[src/rtl/imem_arbiter.sv]
// Two-port arbiter sharing the combinational boot ROM between fetch and load.
// Fetch wins by default; a starvation counter forces a waiting load through.
module imem_arbiter #(
   parameter int unsigned              ADDRESS_WIDTH = 32,
   parameter int unsigned              DATA_WIDTH    = 32,
   parameter logic [ADDRESS_WIDTH-1:0] BASE_ADDR     = 32'hBFC00000,
   parameter int unsigned              ROM_BYTES     = 4096,
   parameter int unsigned              STARVE_LIMIT  = 4
) (
   input  logic                     clk,
   input  logic                     rst,
   input  logic                     if_req,
   input  logic [ADDRESS_WIDTH-1:0] if_addr,
   output logic                     if_gnt,
   output logic                     if_rvalid,
   output logic [DATA_WIDTH-1:0]    if_rdata,
   output logic                     if_err,
   input  logic                     ld_req,
   input  logic [ADDRESS_WIDTH-1:0] ld_addr,
   output logic                     ld_gnt,
   output logic                     ld_rvalid,
   output logic [DATA_WIDTH-1:0]    ld_rdata,
   output logic                     ld_err,
   input  logic                     flush,
   output logic [ADDRESS_WIDTH-1:0] mem_addr,
   input  logic [DATA_WIDTH-1:0]    mem_rd
);

   localparam int unsigned CW = $clog2(STARVE_LIMIT + 1);
   localparam logic [CW-1:0] CNT_MAX = CW'(STARVE_LIMIT);
   localparam logic [ADDRESS_WIDTH-1:0] LAST_ADDR =
      BASE_ADDR + ADDRESS_WIDTH'(ROM_BYTES) - ADDRESS_WIDTH'(4);

   typedef enum logic [1:0] {
      S_NONE,
      S_IF,
      S_LD
   } sel_t;

   sel_t                     r_sel;
   logic [CW-1:0]            r_cnt;
   logic [DATA_WIDTH-1:0]    r_data;
   logic                     r_err;
   logic [DATA_WIDTH-1:0]    r_if_rdata;
   logic                     r_if_err;
   logic [DATA_WIDTH-1:0]    r_ld_rdata;
   logic                     r_ld_err;

   logic                     w_ld_force;
   logic                     w_any;
   logic                     w_valid;
   logic [ADDRESS_WIDTH-1:0] w_gaddr;

   assign w_ld_force = (r_cnt == CNT_MAX);
   assign if_gnt = rst & if_req & ~flush & ~(w_ld_force & ld_req);
   assign ld_gnt = rst & ld_req & ~if_gnt;
   assign w_any = if_gnt | ld_gnt;
   assign w_gaddr = if_gnt ? if_addr : ld_addr;

   assign w_valid = (w_gaddr >= BASE_ADDR) &&
                    (w_gaddr <= LAST_ADDR) &&
                    (w_gaddr[1:0] == 2'b00);

   assign mem_addr = (w_any && w_valid) ? w_gaddr : BASE_ADDR;

   // A redirect kills the fetch response presented in the same cycle.
   assign if_rvalid = (r_sel == S_IF) & ~flush;
   assign ld_rvalid = (r_sel == S_LD);

   // Per-port shadows keep rdata/err stable between responses.
   assign if_rdata = if_rvalid ? r_data : r_if_rdata;
   assign if_err   = if_rvalid ? r_err  : r_if_err;
   assign ld_rdata = ld_rvalid ? r_data : r_ld_rdata;
   assign ld_err   = ld_rvalid ? r_err  : r_ld_err;

   always_ff @(posedge clk) begin
      if (!rst) begin
         r_sel      <= S_NONE;
         r_cnt      <= '0;
         r_data     <= '0;
         r_err      <= 1'b0;
         r_if_rdata <= '0;
         r_if_err   <= 1'b0;
         r_ld_rdata <= '0;
         r_ld_err   <= 1'b0;
      end else begin
         if (if_rvalid) begin
            r_if_rdata <= r_data;
            r_if_err   <= r_err;
         end
         if (ld_rvalid) begin
            r_ld_rdata <= r_data;
            r_ld_err   <= r_err;
         end
         unique case (1'b1)
            if_gnt:  r_sel <= S_IF;
            ld_gnt:  r_sel <= S_LD;
            default: r_sel <= S_NONE;
         endcase
         if (w_any) begin
            r_data <= w_valid ? mem_rd : '0;
            r_err  <= ~w_valid;
         end
         if (ld_req && !ld_gnt) begin
            if (r_cnt != CNT_MAX) r_cnt <= r_cnt + 1'b1;
         end else begin
            r_cnt <= '0;
         end
      end
   end

endmodule

[config.mk]
export PLATFORM = sky130hd
export DESIGN_NAME = imem_arbiter
export DESIGN_NICKNAME = d
export VERILOG_FILES = /design/src/rtl/imem_arbiter.sv
export SDC_FILE = /design/constraint.sdc
export NUM_CORES = 1
export LEC_CHECK = 0
export ABC_CLOCK_PERIOD_IN_PS = 2400
export CAP_MARGIN = 15
export CORE_ASPECT_RATIO = 0.7
export CORE_MARGIN = 5
export CORE_UTILIZATION = 41
export DETAILED_ROUTE_END_ITERATION = 8
export MAX_ROUTING_LAYER = met4
export PLACE_DENSITY = 0.9
export SETUP_SLACK_MARGIN = 0.02
export SLEW_MARGIN = 20
export SYNTH_ARGS = -nofsm -noshare
export SYNTH_HDL_FRONTEND = slang
export SYNTH_SLANG_ARGS = --single-unit
export TNS_END_PERCENT = 20
[constraint.sdc]
create_clock -name clk -period 2.4 [get_ports clk]
set_input_delay 0.48 -clock clk [delete_from_list [all_inputs] [get_ports clk]]
set_output_delay 0.48 -clock clk [all_outputs]
set_load 0.02 [all_outputs]
==> flow_metrics.tcl <==
set metrics [dict create \
    outcome "complete, but fails checks" \
    violations "setup timing" \
    clk_pin_slew_ns 0.07 \
    slew_viol_final 0 \
    crit_fanout 6 \
    grt_pass1_wl_um 19800 \
    r2r_end "r_data[11]" \
    reg2reg_depth 9 \
    synth_top_area_cell "dfxtp_1" \
    dr_wl_met3_um 897 \
    highest_layer "met4" \
    fin_area_sq_mm 0.00660 \
    pwr-share-clk_pct 41.8 \
    place_area_sq_mm 0.00625 \
    finalWirelength_um 12900 \
    gp_congestion 0.974 \
    clk_latency_ns 0.34 \
    synth_area_leaders "dfxtp_1 48%, mux2_2 17%, and2_1 9.9%, a22o_1 6.5%, buf_4 3.8%" \
    seqPwrFrac_pct 48.4 \
    drt_iter0_drc 113 \
    power.density_mw_per_mm2 542 \
    fp.dieW_um 132 \
    rsz0062_at_grt "true" \
    syn_inst 391 \
    start_kind "flop" \
    min_period_over_period_pct 111 \
    cap_violations 0 \
    dieHeight_um 95.7 \
    peakVddDrop_mv 0.375 \
    internal-power_w 0.00276 \
    yosysSeqAreaShare_pct 48.4 \
    timing.hold.ws_ns 0.495 \
    via_count 3534 \
    cp-end-kind "primary output" \
    postRouteAntennaNets 0 \
    clk_path_buf_depth 2 \
    dp_hpwl_um 9240 \
    cp.required_ns 1.92 \
    vias_per_cell 4.83 \
    synth_top_area_share_pct 48.4 \
    fin_crit_ns 2.67 \
    finalHoldViolations 0 \
    cts_tree "done" \
    cts_buffers 9 \
    final_core_util_pct 64.0 \
    wl_per_cell_um 17.6 \
    grt_max_degree 36 \
    coreArea_sq_mm 0.0103 \
    whs_path_depth 1 \
    r2r_slack_ns 0.38 \
    switching_share_pct 22.9 \
    finClkSkew_ns 0.0105 \
    port_buffers 180 \
    ys_ff_latch 104 \
    combPwrFrac_pct 9.8 \
    ios 203 \
    p_leak_nw 3.06 \
    n_antenna_cell 0 \
    yosys_warnings 0 \
    timing.fmax_mhz 374 \
    ctsRootBufferMaster "clkbuf_16" \
    route.met2.wl_um 6270 \
    hold_buffers 0 \
    hp-class "flop to flop" \
    firstDrtPassIters 6 \
    syn_avg_cell_area_sq_um 11.0 \
    hold_end "r_data[23]" \
    antenna_found_initial 0 \
    wl_met1_um 5580 \
    drive_above_1_share_pct 32.2 \
    initial_core_util_pct 41.7 \
    num_rows 31 \
    grt_use_total_pct 20.2 \
    p_switching_w 0.000818 \
    r2r_start "r_cnt[0]" \
    preCtsSetupSlack_ns -0.852 \
    drc 0 \
    setup-violations-final 10 \
    synth.distinct_cells 30 \
    die_area_sq_mm 0.0127 \
    fin_ws_ns -0.270 \
    worstPathArrival_ns 2.19 \
    grt_remaining_overflow 0 \
    htreeDepth 3 \
    cts_sinks 104 \
    grt_pass1_vias 3740 \
    path_class "flop to primary output" \
    final_nets 697 \
    synth_area_sq_mm 0.00430 \
    synthToLayoutAreaGrowth_pct 53.4 \
    min_from "r_data[23]" \
]
## placed cells by master (no fill, tap or decap), types with 3 or more instances in the layout
| cell type | Yosys | layout |
|---|---|---|
| dlygate4sd2_1 | 0 | 40 |
| dfxtp_1 | 104 | 102 |
| mux2_2 | 66 | 65 |
| nand4_1 | 3 | 3 |
| a21boi_2 | 10 | 8 |
| and2_1 | 68 | 68 |
| clkdlybuf4s50_1 | 0 | 92 |
| buf_12 | 0 | 7 |
| buf_2 | 6 | 20 |
| clkbuf_16 | 0 | 9 |
| buf_4 | 22 | 33 |
| a22o_1 | 32 | 32 |
| nand2_1 | 27 | 27 |
| clkbuf_2 | 0 | 12 |
| nor2_1 | 3 | 3 |
| nor4_1 | 4 | 4 |
| conb_1 | 2 | 22 |
| buf_6 | 4 | 11 |
## Yosys cell counts, drive strengths merged
| cell | n |
|---|---|
| dfxtp | 104 |
| and2 | 68 |
| mux2 | 66 |
| a22o | 32 |
| buf | 32 |
| nand2 | 27 |
| clkbuf | 13 |
| a21boi | 10 |
| inv | 5 |
| nor3 | 4 |
| nor4 | 4 |
| a21oi | 3 |
| nand3 | 3 |
| nand4 | 3 |
| nor2 | 3 |
| conb | 2 |
| ha | 2 |
| nor3b | 2 |
| and4b | 1 |
| mux2i | 1 |
| nand2b | 1 |
| nand4b | 1 |
| nor2b | 1 |
| o22ai | 1 |
| o31ai | 1 |
| or3 | 1 |
## state kept, by name, summed over array words and instances (netlist names)
signal / flops
r_cnt: 3
r_data: 32
r_err: 1
r_if_err: 1
r_if_rdata: 32
r_ld_err: 1
r_ld_rdata: 32
r_sel: 2
## cell type report
cell class | instances | area, sq um
fillers | 856 | 3720
flip-flops and latches | 104 | 2080
multi-input cells | 257 | 2050
well taps | 132 | 165
clock buffers | 9 | 225
repair buffers | 217 | 1970
inverters | 5 | 22.5
clock inverters | 7 | 83.8
## metal layers
layer,up-vias,global-route usage [%]
met5,-,-
met4,0,4.50
met3,12,6.69
met2,128,34.3
met1,1691,23.8
li1,1703,-
## logic make-up (layout without fill, tap and decap cells)
group	after synthesis	in the layout	synth area share, %
AND/OR/NAND/NOR	119	119	16.1
flip-flops	104	104	48.4
multiplexers	67	67	17.5
buffers and inverters	50	238	7.15
AO/OA/AOI/OAI	47	47	10.1
adder cells (fa/ha/maj)	2	2	0.581
other	2	22	0.175
## metrics by stage
stage	total power (W)	setup TNS [ns]	instances
global route	0.00370	-3.03	731
finish	0.00358	-2.02	731
global placement	0.00210	-27.79	697
CTS	0.00361	-1.97	730
floorplan	0.00191	0	411
detailed placement	0.00210	-32.34	697
## power by group through the flow
stage,Sequential (W),Clock (W),Combinational (W)
floorplan,0.00177,0,0.000138
global placement,0.00177,0,0.000328
detailed placement,0.00177,0,0.000333
CTS,0.00173,0.00153,0.000349
global route,0.00173,0.00160,0.000371
finish,0.00173,0.00150,0.000352
## critical path: stages (launching register included)
cell,delay (ns)
dfxtp_2,0.34
inv_2,0.05
ha_4,0.16
nand3_2,0.08
nand3_2,0.09
or3_4,0.39
o22ai_4,0.22
buf_6,0.14
buf_6,0.08
a21boi_4,0.17
buf_6,0.14
## worst max-delay path by stage
stage	from	end	slack (ns)	cells past startpoint
final	r_cnt[0]	mem_addr[4]	-0.27	10
after floorplan	if_req	mem_addr[2]	0.10	6
after global routing	r_cnt[0]	mem_addr[4]	-0.37	10
after CTS	r_cnt[0]	mem_addr[4]	-0.27	10
after global placement	flush	mem_addr[11]	-0.72	7
after detailed placement	flush	mem_addr[4]	-0.85	7
## timing repair
action,4_1_cts,5_1_grt
endpoints found under the setup margin,79,36
pin swaps,8,1
hold endpoints to repair,0,0
setup buffers,17,1
gates resized for setup,226,19
Power figures use the tool's default switching activity.
